## src/rtl/dvi_encoder_pkg.sv

```systemverilog
// Shared constants, disparity type and helpers for the DVI TMDS encoder.
// The DVI_INPUT_REG_EN macro selects the extra input register stage (latency 3 instead of 2).
package dvi_encoder_pkg;

    localparam logic [9:0] CTRL_00 = 10'h354;
    localparam logic [9:0] CTRL_01 = 10'h0AB;
    localparam logic [9:0] CTRL_10 = 10'h154;
    localparam logic [9:0] CTRL_11 = 10'h2AB;

`ifdef DVI_INPUT_REG_EN
    localparam int LATENCY = 3;
`else
    localparam int LATENCY = 2;
`endif

    // Running disparity; the algorithm keeps it within +/-10.
    typedef logic signed [4:0] disp_t;

    function automatic logic [3:0] count_ones(input logic [7:0] v);
        logic [3:0] n;
        n = '0;
        for (int i = 0; i < 8; i++) n = n + {3'b000, v[i]};
        return n;
    endfunction

    function automatic logic [9:0] ctrl_token(input logic c1, input logic c0);
        logic [9:0] t;
        case ({c1, c0})
            2'b00:   t = CTRL_00;
            2'b01:   t = CTRL_01;
            2'b10:   t = CTRL_10;
            default: t = CTRL_11;
        endcase
        return t;
    endfunction

endpackage

```

## src/rtl/dvi_encoder_tmds_channel.sv

```systemverilog
// One TMDS channel: stage 1 transition-minimising q_m, stage 2 DC balance or control token.
module tmds_channel
    import dvi_encoder_pkg::*;
(
    input  logic       clk,
    input  logic       reset,
    input  logic [7:0] d,
    input  logic       de,
    input  logic       c1,
    input  logic       c0,
    output logic [9:0] q
);

    logic [3:0] n1_d;
    logic       use_xnor;
    logic [8:0] qm_next;

    logic [8:0] qm;
    logic       de_s1;
    logic       c1_s1;
    logic       c0_s1;

    disp_t      cnt;
    disp_t      cnt_next;
    logic [9:0] q_next;
    logic [3:0] n1;
    logic [3:0] n0;
    disp_t      diff;

    always_comb begin
        logic prev;
        n1_d     = count_ones(d);
        use_xnor = (n1_d > 4'd4) || ((n1_d == 4'd4) && (d[0] == 1'b0));
        qm_next  = '0;
        prev     = d[0];
        qm_next[0] = prev;
        for (int i = 1; i < 8; i++) begin
            prev       = use_xnor ? ~(prev ^ d[i]) : (prev ^ d[i]);
            qm_next[i] = prev;
        end
        qm_next[8] = ~use_xnor;
    end

    always_ff @(posedge clk) begin
        if (reset) begin
            qm    <= '0;
            de_s1 <= 1'b0;
            c1_s1 <= 1'b0;
            c0_s1 <= 1'b0;
        end else begin
            qm    <= qm_next;
            de_s1 <= de;
            c1_s1 <= c1;
            c0_s1 <= c0;
        end
    end

    // diff = N1 - N0 over q_m[7:0], range -8..8.
    always_comb begin
        n1       = count_ones(qm[7:0]);
        n0       = 4'd8 - n1;
        diff     = disp_t'({1'b0, n1}) - disp_t'({1'b0, n0});
        q_next   = '0;
        cnt_next = cnt;
        if (!de_s1) begin
            q_next   = ctrl_token(c1_s1, c0_s1);
            cnt_next = '0;
        end else if ((cnt == 5'sd0) || (n1 == n0)) begin
            q_next   = {~qm[8], qm[8], qm[8] ? qm[7:0] : ~qm[7:0]};
            cnt_next = qm[8] ? (cnt + diff) : (cnt - diff);
        end else if (((cnt > 5'sd0) && (n1 > n0)) || ((cnt < 5'sd0) && (n0 > n1))) begin
            q_next   = {1'b1, qm[8], ~qm[7:0]};
            cnt_next = cnt + (qm[8] ? 5'sd2 : 5'sd0) - diff;
        end else begin
            q_next   = {1'b0, qm[8], qm[7:0]};
            cnt_next = cnt - (qm[8] ? 5'sd0 : 5'sd2) + diff;
        end
    end

    always_ff @(posedge clk) begin
        if (reset) begin
            q   <= CTRL_00;
            cnt <= '0;
        end else begin
            q   <= q_next;
            cnt <= cnt_next;
        end
    end

endmodule

```

## src/rtl/dvi_encoder.sv

```systemverilog
// DVI encoder top: nibble expansion, sync routing and three TMDS channels.
// Define DVI_INPUT_REG_EN to register all inputs ahead of the encoder (latency 3).
module dvi_encoder
    import dvi_encoder_pkg::*;
(
    input  logic       clk,
    input  logic       reset,
    input  logic [3:0] vga_r,
    input  logic [3:0] vga_g,
    input  logic [3:0] vga_b,
    input  logic       vga_hs,
    input  logic       vga_vs,
    input  logic       active,
    output logic [9:0] tmds_ch0,
    output logic [9:0] tmds_ch1,
    output logic [9:0] tmds_ch2
);

    logic [3:0] r_s;
    logic [3:0] g_s;
    logic [3:0] b_s;
    logic       hs_s;
    logic       vs_s;
    logic       de_s;

`ifdef DVI_INPUT_REG_EN
    always_ff @(posedge clk) begin
        if (reset) begin
            r_s  <= '0;
            g_s  <= '0;
            b_s  <= '0;
            hs_s <= 1'b0;
            vs_s <= 1'b0;
            de_s <= 1'b0;
        end else begin
            r_s  <= vga_r;
            g_s  <= vga_g;
            b_s  <= vga_b;
            hs_s <= vga_hs;
            vs_s <= vga_vs;
            de_s <= active;
        end
    end
`else
    always_comb begin
        r_s  = vga_r;
        g_s  = vga_g;
        b_s  = vga_b;
        hs_s = vga_hs;
        vs_s = vga_vs;
        de_s = active;
    end
`endif

    // Syncs ride on the blue channel only; green and red send token 00 in blanking.
    tmds_channel u_ch0 (
        .clk   (clk),
        .reset (reset),
        .d     ({b_s, b_s}),
        .de    (de_s),
        .c1    (vs_s),
        .c0    (hs_s),
        .q     (tmds_ch0)
    );

    tmds_channel u_ch1 (
        .clk   (clk),
        .reset (reset),
        .d     ({g_s, g_s}),
        .de    (de_s),
        .c1    (1'b0),
        .c0    (1'b0),
        .q     (tmds_ch1)
    );

    tmds_channel u_ch2 (
        .clk   (clk),
        .reset (reset),
        .d     ({r_s, r_s}),
        .de    (de_s),
        .c1    (1'b0),
        .c0    (1'b0),
        .q     (tmds_ch2)
    );

endmodule

```

## config.mk

```make
export PLATFORM = sky130hd
export DESIGN_NAME = dvi_encoder
export DESIGN_NICKNAME = d
export VERILOG_FILES = /design/src/rtl/dvi_encoder_pkg.sv /design/src/rtl/dvi_encoder_tmds_channel.sv /design/src/rtl/dvi_encoder.sv
export SDC_FILE = /design/constraint.sdc
export NUM_CORES = 1
export LEC_CHECK = 0
export CAP_MARGIN = 20
export CORE_ASPECT_RATIO = 1.2
export CORE_MARGIN = 1
export CORE_UTILIZATION = 30
export CTS_BUF_LIST = sky130_fd_sc_hd__clkbuf_4 sky130_fd_sc_hd__clkbuf_8
export DETAILED_ROUTE_END_ITERATION = 12
export GPL_TIMING_DRIVEN = 0
export MAX_ROUTING_LAYER = met4
export PLACE_DENSITY_LB_ADDON = 0.25
export SYNTH_ARGS = -nofsm -noshare
export SYNTH_HDL_FRONTEND = slang
export SYNTH_SLANG_ARGS = --single-unit
```

## constraint.sdc

```tcl
create_clock -name clk -period 13.4 [get_ports clk]
set_clock_uncertainty 0.2 [all_clocks]
set_input_delay 2.68 -clock clk [delete_from_list [all_inputs] [get_ports clk]]
set_output_delay 2.68 -clock clk [all_outputs]
set_load 0.03 [all_outputs]
```

# After elaboration in Yosys (flattened, before gate mapping)
# Cells that the tools add are included.
# totals
ff_bits	75
latchBits	0
ram_bits	0
rom_bits	0
input_bits	17
out_inout_bits	30
word_cells	226
n_memories	0
# classes
add_sub_neg	66
multipliers	0
div_mod_pow	0
order_cmp	15
eq_ne	8
shift	0
mux	47
bitwise	55
n_reduce_logical	23
# op_table
cell	count
adder 4 x 1 -> 4 bit	36
two-way mux 10 bit	7
adder 5 bit	9
two-way mux 5 bit	9
subtractor 5 bit	9
inverter 1 bit	31
case mux 10 bit (3 select lines)	1
> comparator 4 bit	6
two-way mux 8 bit	3
inverter 8 bit	3
two-way mux 1 bit	21
bitwise XOR 1 bit	21
> comparator 5 x 1 -> 1 bit (second input constant)	3
logical NOT 5 bit	3
less-than comparator 5 x 1 -> 1 bit (second input constant)	3
subtractor 4 x 4 -> 5 bit	3
adder 1 x 1 -> 2 bit	6
== test 4 x 3 -> 1 bit (second input constant)	3
== test 4 bit	3
> comparator 4 x 3 -> 1 bit (second input constant)	3
two-way mux 2 bit	6
subtractor 4 bit (first input constant)	3
logical AND 1 bit	9
logical OR 1 bit	9
other kinds (4)	4

# Logic depth before layout (Yosys ltp)
# logic_depth
depth_word	29
depth_mapped	21
depth_no_buf	20

# By module
# Synthesis repeated with hierarchy kept, for this count alone.
# unflattened
cells_unflattened	713
area_unflattened_um2	6467.5
# modules_own_cells
mod	instances	cells_each	area_per_inst_um2	seq_area_each_um2
tmds_channel at u_ch1	1	238	2162.1	540.5
tmds_channel at u_ch0	1	238	2158.3	540.5
tmds_channel at u_ch2	1	236	2143.3	540.5
dvi_encoder	1	1	3.8	0.0

# Worst setup path after synthesis
# Ideal clock, no wire load.
# synth_timing
kind	reg2reg
startpoint	reg u_ch2.qm[0]
endpoint	reg u_ch2.cnt[4]
arrival_ns	5.096
t_required_ns	13.080
slack_ns	7.985
stages_incl_launch_ff	20
synth_period_minus_slack_ns	5.415
cell_sequence	dfxtp_1 ha_1 inv_1 fa_1 fa_1 fa_1 fa_1 nand2_1 ha_1 nand2b_1 a21oi_1 nor2_1 xor2_1 ha_1 o21ai_0 nand2b_1 o211a_1 a2111oi_0 a2111oi_1 a211o_1
# synth_via
elab_chain_cells	13
word_cells_on_any_way	23
# synth_lines
element	line_no	source
start: declaration	dvi_encoder_tmds_channel.sv:18	logic [8:0] qm;
start signal: assignment	dvi_encoder_tmds_channel.sv:51	qm <= qm_next;
adder 1 x 1 -> 2 bit *	dvi_encoder_pkg.sv:22	for (int i = 0; i < 8; i++) n = n + {3'b000, v[i]};
adder 4 x 1 -> 4 bit * (6 in series)	dvi_encoder_pkg.sv:22	
branches (longest 5 deep; another with subtractor 4 x 4 -> 5 bit)	--	
two-way mux 5 bit *	dvi_encoder_tmds_channel.sv:68	end else if ((cnt == 5'sd0) || (n1 == n0)) begin
end signal: assignment	dvi_encoder_tmds_channel.sv:86	cnt <= cnt_next;
end: declaration	dvi_encoder_tmds_channel.sv:23	disp_t cnt;
# Every way passes the cells marked *.
# A chain may end at the register's enable or synchronous reset.

# Worst setup path after layout
# layout_timing
startpoint	reg u_ch2.qm[1]
endpoint	reg u_ch2.cnt[4]
# The elaborated chain is that of the path after synthesis.

==> flow_summary.ini <==
[drt]
dr.first_iter.drc_count = 127
vias = 4298
routed_wl_um = 12000
vias_per_cell = 4.46
dr.pass1.iters = 4
post_drt_wl_per_cell_um = 12.4
drt_drc_violations_left = 0
ant_nets = 0

[critical_path]
r2r-start = u_ch2.qm[1]$_SDFF_PP0_
arrival_ns = 6.07
cp_data_required_time_ns = 13.46
reg2reg_to = u_ch2.cnt[4]$_SDFF_PP0_
path_max_fanout = 9
start_kind = flop
crit_type = flop to flop
r2r_slack_ns = 7.39
endpoint_kind = flop
r2r_cells = 19

[timing]
tns_ns = 0
hold_viol = 0
max_slew_margin = 0.548
rsz0062_at_grt = no
setup_viol = 0
max_clock_freq_mhz = 166
worst_pin_slew_ns = 0.679
drv_slew = 0
period_needed_ns = 6.01
period_share = 0.449

[logic_synthesis]
yosysWarnings = 0
syn-num-nets = 757
synth-edff-count = 0
synth.area.top_cells = dfxtp_1 (26%), ha_1 (14%), fa_1 (10%)
avgSynthCellArea_um2 = 8.99
yosysSeqAreaShare = 0.259
synth_cell_types = 67
synth_top_area_frac = 0.259
synth-seq-cells = 75
synth_cells = 646
synth-async-reset-ratio = 0
ys.flop_type = dfxtp_1
synth_area_um2 = 5810
synth.largest_area_cell = dfxtp_1

[placed_design]
place_congestion = 0.772
port-buffer-count = 46
dp_cells = 948
hpwl_um = 9490
place_area_um2 = 6590

[clock_tree]
clockRootBuffer = clkbuf_8
cts_buffer_depth = 2
cts.sinks = 75
cts_hold_buffers = 0
cts_tree = built
cts_buffers = 9
clock_latency_ns = 0.37
path_clk_slew_ns = 0.09
cts_resized = 0
htreeDepth = 3
cts_setup_buffers = 0

[cells_and_area]
drive_gt1_frac = 0.0636
final_area_um2 = 6800
utilization = 0.359
instances_no_fill = 964
finalNetCount = 814
n_antenna_cell = 0
syn_to_final_growth_pct = 17.1

[grt]
grt_util_met2 = 0.227
use_met3 = 0.0208
grt_pass1_vias = 4283
grt_pass1_wl_um = 20300
track_usage = 0.136
grt_overflow = 0
grt_max_degree = 14
gr-usage-met1 = 0.163
top_usage_layer = met2
antenna_found_initial = 0

[floorplanning]
coreArea_um2 = 18900
start_util = 0.307
dieArea_um2 = 19900
die-width_um = 129
top_level_ports = 47
num_rows = 55
die_y_um = 154

[run]
maxCapViolCount = 0

[worst_hold_path]
hold_path_class = flop to flop
hold_depth = 1

[outcome]
status = finished clean
-- cell usage after synthesis (3+ instances only) --
library cell  number
ha_1              64
and4b_1            3
or2_2              7
nand3b_1           3
a211oi_1           9
o22a_1             3
o21a_1             3
xor2_1            23
clkbuf_1          10
and2_1             8
a211o_1            3
nor3_1             7
nor2b_1           15
nand4_1            3
o21ai_1            3
a21oi_1           28
xnor2_1           58
buf_2              3
or4_1              4
a21boi_0           7
o21ai_0           19
nand2b_1          10
nor2_1            67
and3_1             3
mux2_2             3
mux2i_1            6
dfxtp_1           75
fa_1              30
a21o_1            11
nand3_1            5
nand2_1           22
a31oi_1            5
inv_1             83
-- cells in the final DEF, fill, tap and decap left out, types with 9 or more instances in the layout --
| master | instances |
|---|---|
| xnor2_1 | 58 |
| clkbuf_8 | 11 |
| o21ai_0 | 19 |
| fa_1 | 30 |
| dfxtp_1 | 75 |
| clkdlybuf4s50_1 | 46 |
| ha_1 | 64 |
| a21oi_1 | 28 |
| nand2_1 | 22 |
| nand2b_1 | 10 |
| nor2b_1 | 15 |
| a21o_1 | 11 |
| inv_1 | 83 |
| a211oi_1 | 9 |
| xor2_1 | 23 |
| clkbuf_1 | 10 |
| nor2_1 | 67 |
-- through the flow --
stage / hold WS [ns] / worst slack [ns]
after global placement: 0.253 / 7.35
after floorplan: 0.230 / 7.98
after detailed placement: 0.262 / 7.36
final: 0.271 / 7.39
after global routing: 0.302 / 6.99
after CTS: 0.284 / 7.40
-- cells by family (layout without fill, tap and decap cells) --
family | Yosys count | in the layout | share of synthesized area
and+or+nand+nor | 169 | 169 | 0.148
AOI/OAI and AO/OA | 114 | 114 | 0.137
buffers and inverters | 102 | 164 | 0.0705
adders and majority gates | 94 | 94 | 0.241
xor gates and xnor gates | 82 | 82 | 0.126
DFF | 75 | 75 | 0.259
muxes | 10 | 10 | 0.0181
-- final cells by class --
type                            instances  area, µm²
Inverter                               83        312
Sequential cell                        75       1500
Clock inverter                          5       60.1
Buffer                                 19       97.6
Fill cell                            1973      12100
Timing Repair Buffer                   46        460
Multi-Input combinational cell        469       3890
Clock buffer                           11        151
Tap cell                              256        320
-- metal layers --
layer	wire, µm	share of wire
met1	5580	0.47
met2	5940	0.50
met3	270	0.023
met4	179	0.015
met5	0	0
-- worst max-delay path by stage --
stage	slack (ns)	end	start	depth (start not counted)
after floorplan	7.98	u_ch2.cnt[4]$_SDFF_PP0_	u_ch2.qm[0]$_SDFF_PP0_	19
after global placement	7.35	u_ch2.qm[5]$_SDFF_PP0_	vga_r[0]	13
after detailed placement	7.36	u_ch2.qm[5]$_SDFF_PP0_	vga_r[0]	13
after CTS	7.40	u_ch2.cnt[4]$_SDFF_PP0_	u_ch2.qm[1]$_SDFF_PP0_	19
after global routing	6.99	u_ch2.cnt[4]$_SDFF_PP0_	u_ch2.qm[1]$_SDFF_PP0_	19
final	7.39	u_ch2.cnt[4]$_SDFF_PP0_	u_ch2.qm[1]$_SDFF_PP0_	19
-- state kept, by name, indices dropped and copies added, names as in the netlist, named ones only --
register,cells
u_ch0.c0_s1,1
u_ch2.cnt,4
u_ch1.qm,9
u_ch2.q,10
u_ch0.q,10
u_ch0.qm,9
u_ch1.cnt,4
u_ch0.c1_s1,1
u_ch2.qm,9
u_ch0.cnt,4
u_ch1.q,10
u_ch2.de_s1,1
-- worst max-delay path: stages, from the launching register on --
cell	delay (ns)
dfxtp_1	0.33
ha_1	0.27
inv_1	0.05
fa_1	0.50
fa_1	0.50
fa_1	0.43
fa_1	0.71
nand2_1	0.15
ha_1	0.43
nand2b_1	0.08
a21oi_1	0.29
nor2_1	0.17
xor2_1	0.19
ha_1	0.35
o21ai_0	0.12
nand2b_1	0.11
o211a_1	0.13
a2111oi_0	0.55
a2111oi_1	0.10
a211o_1	0.24
Power is not shown: default switching activity piles up to over one toggle a cycle in this logic, so the estimate is an artifact.
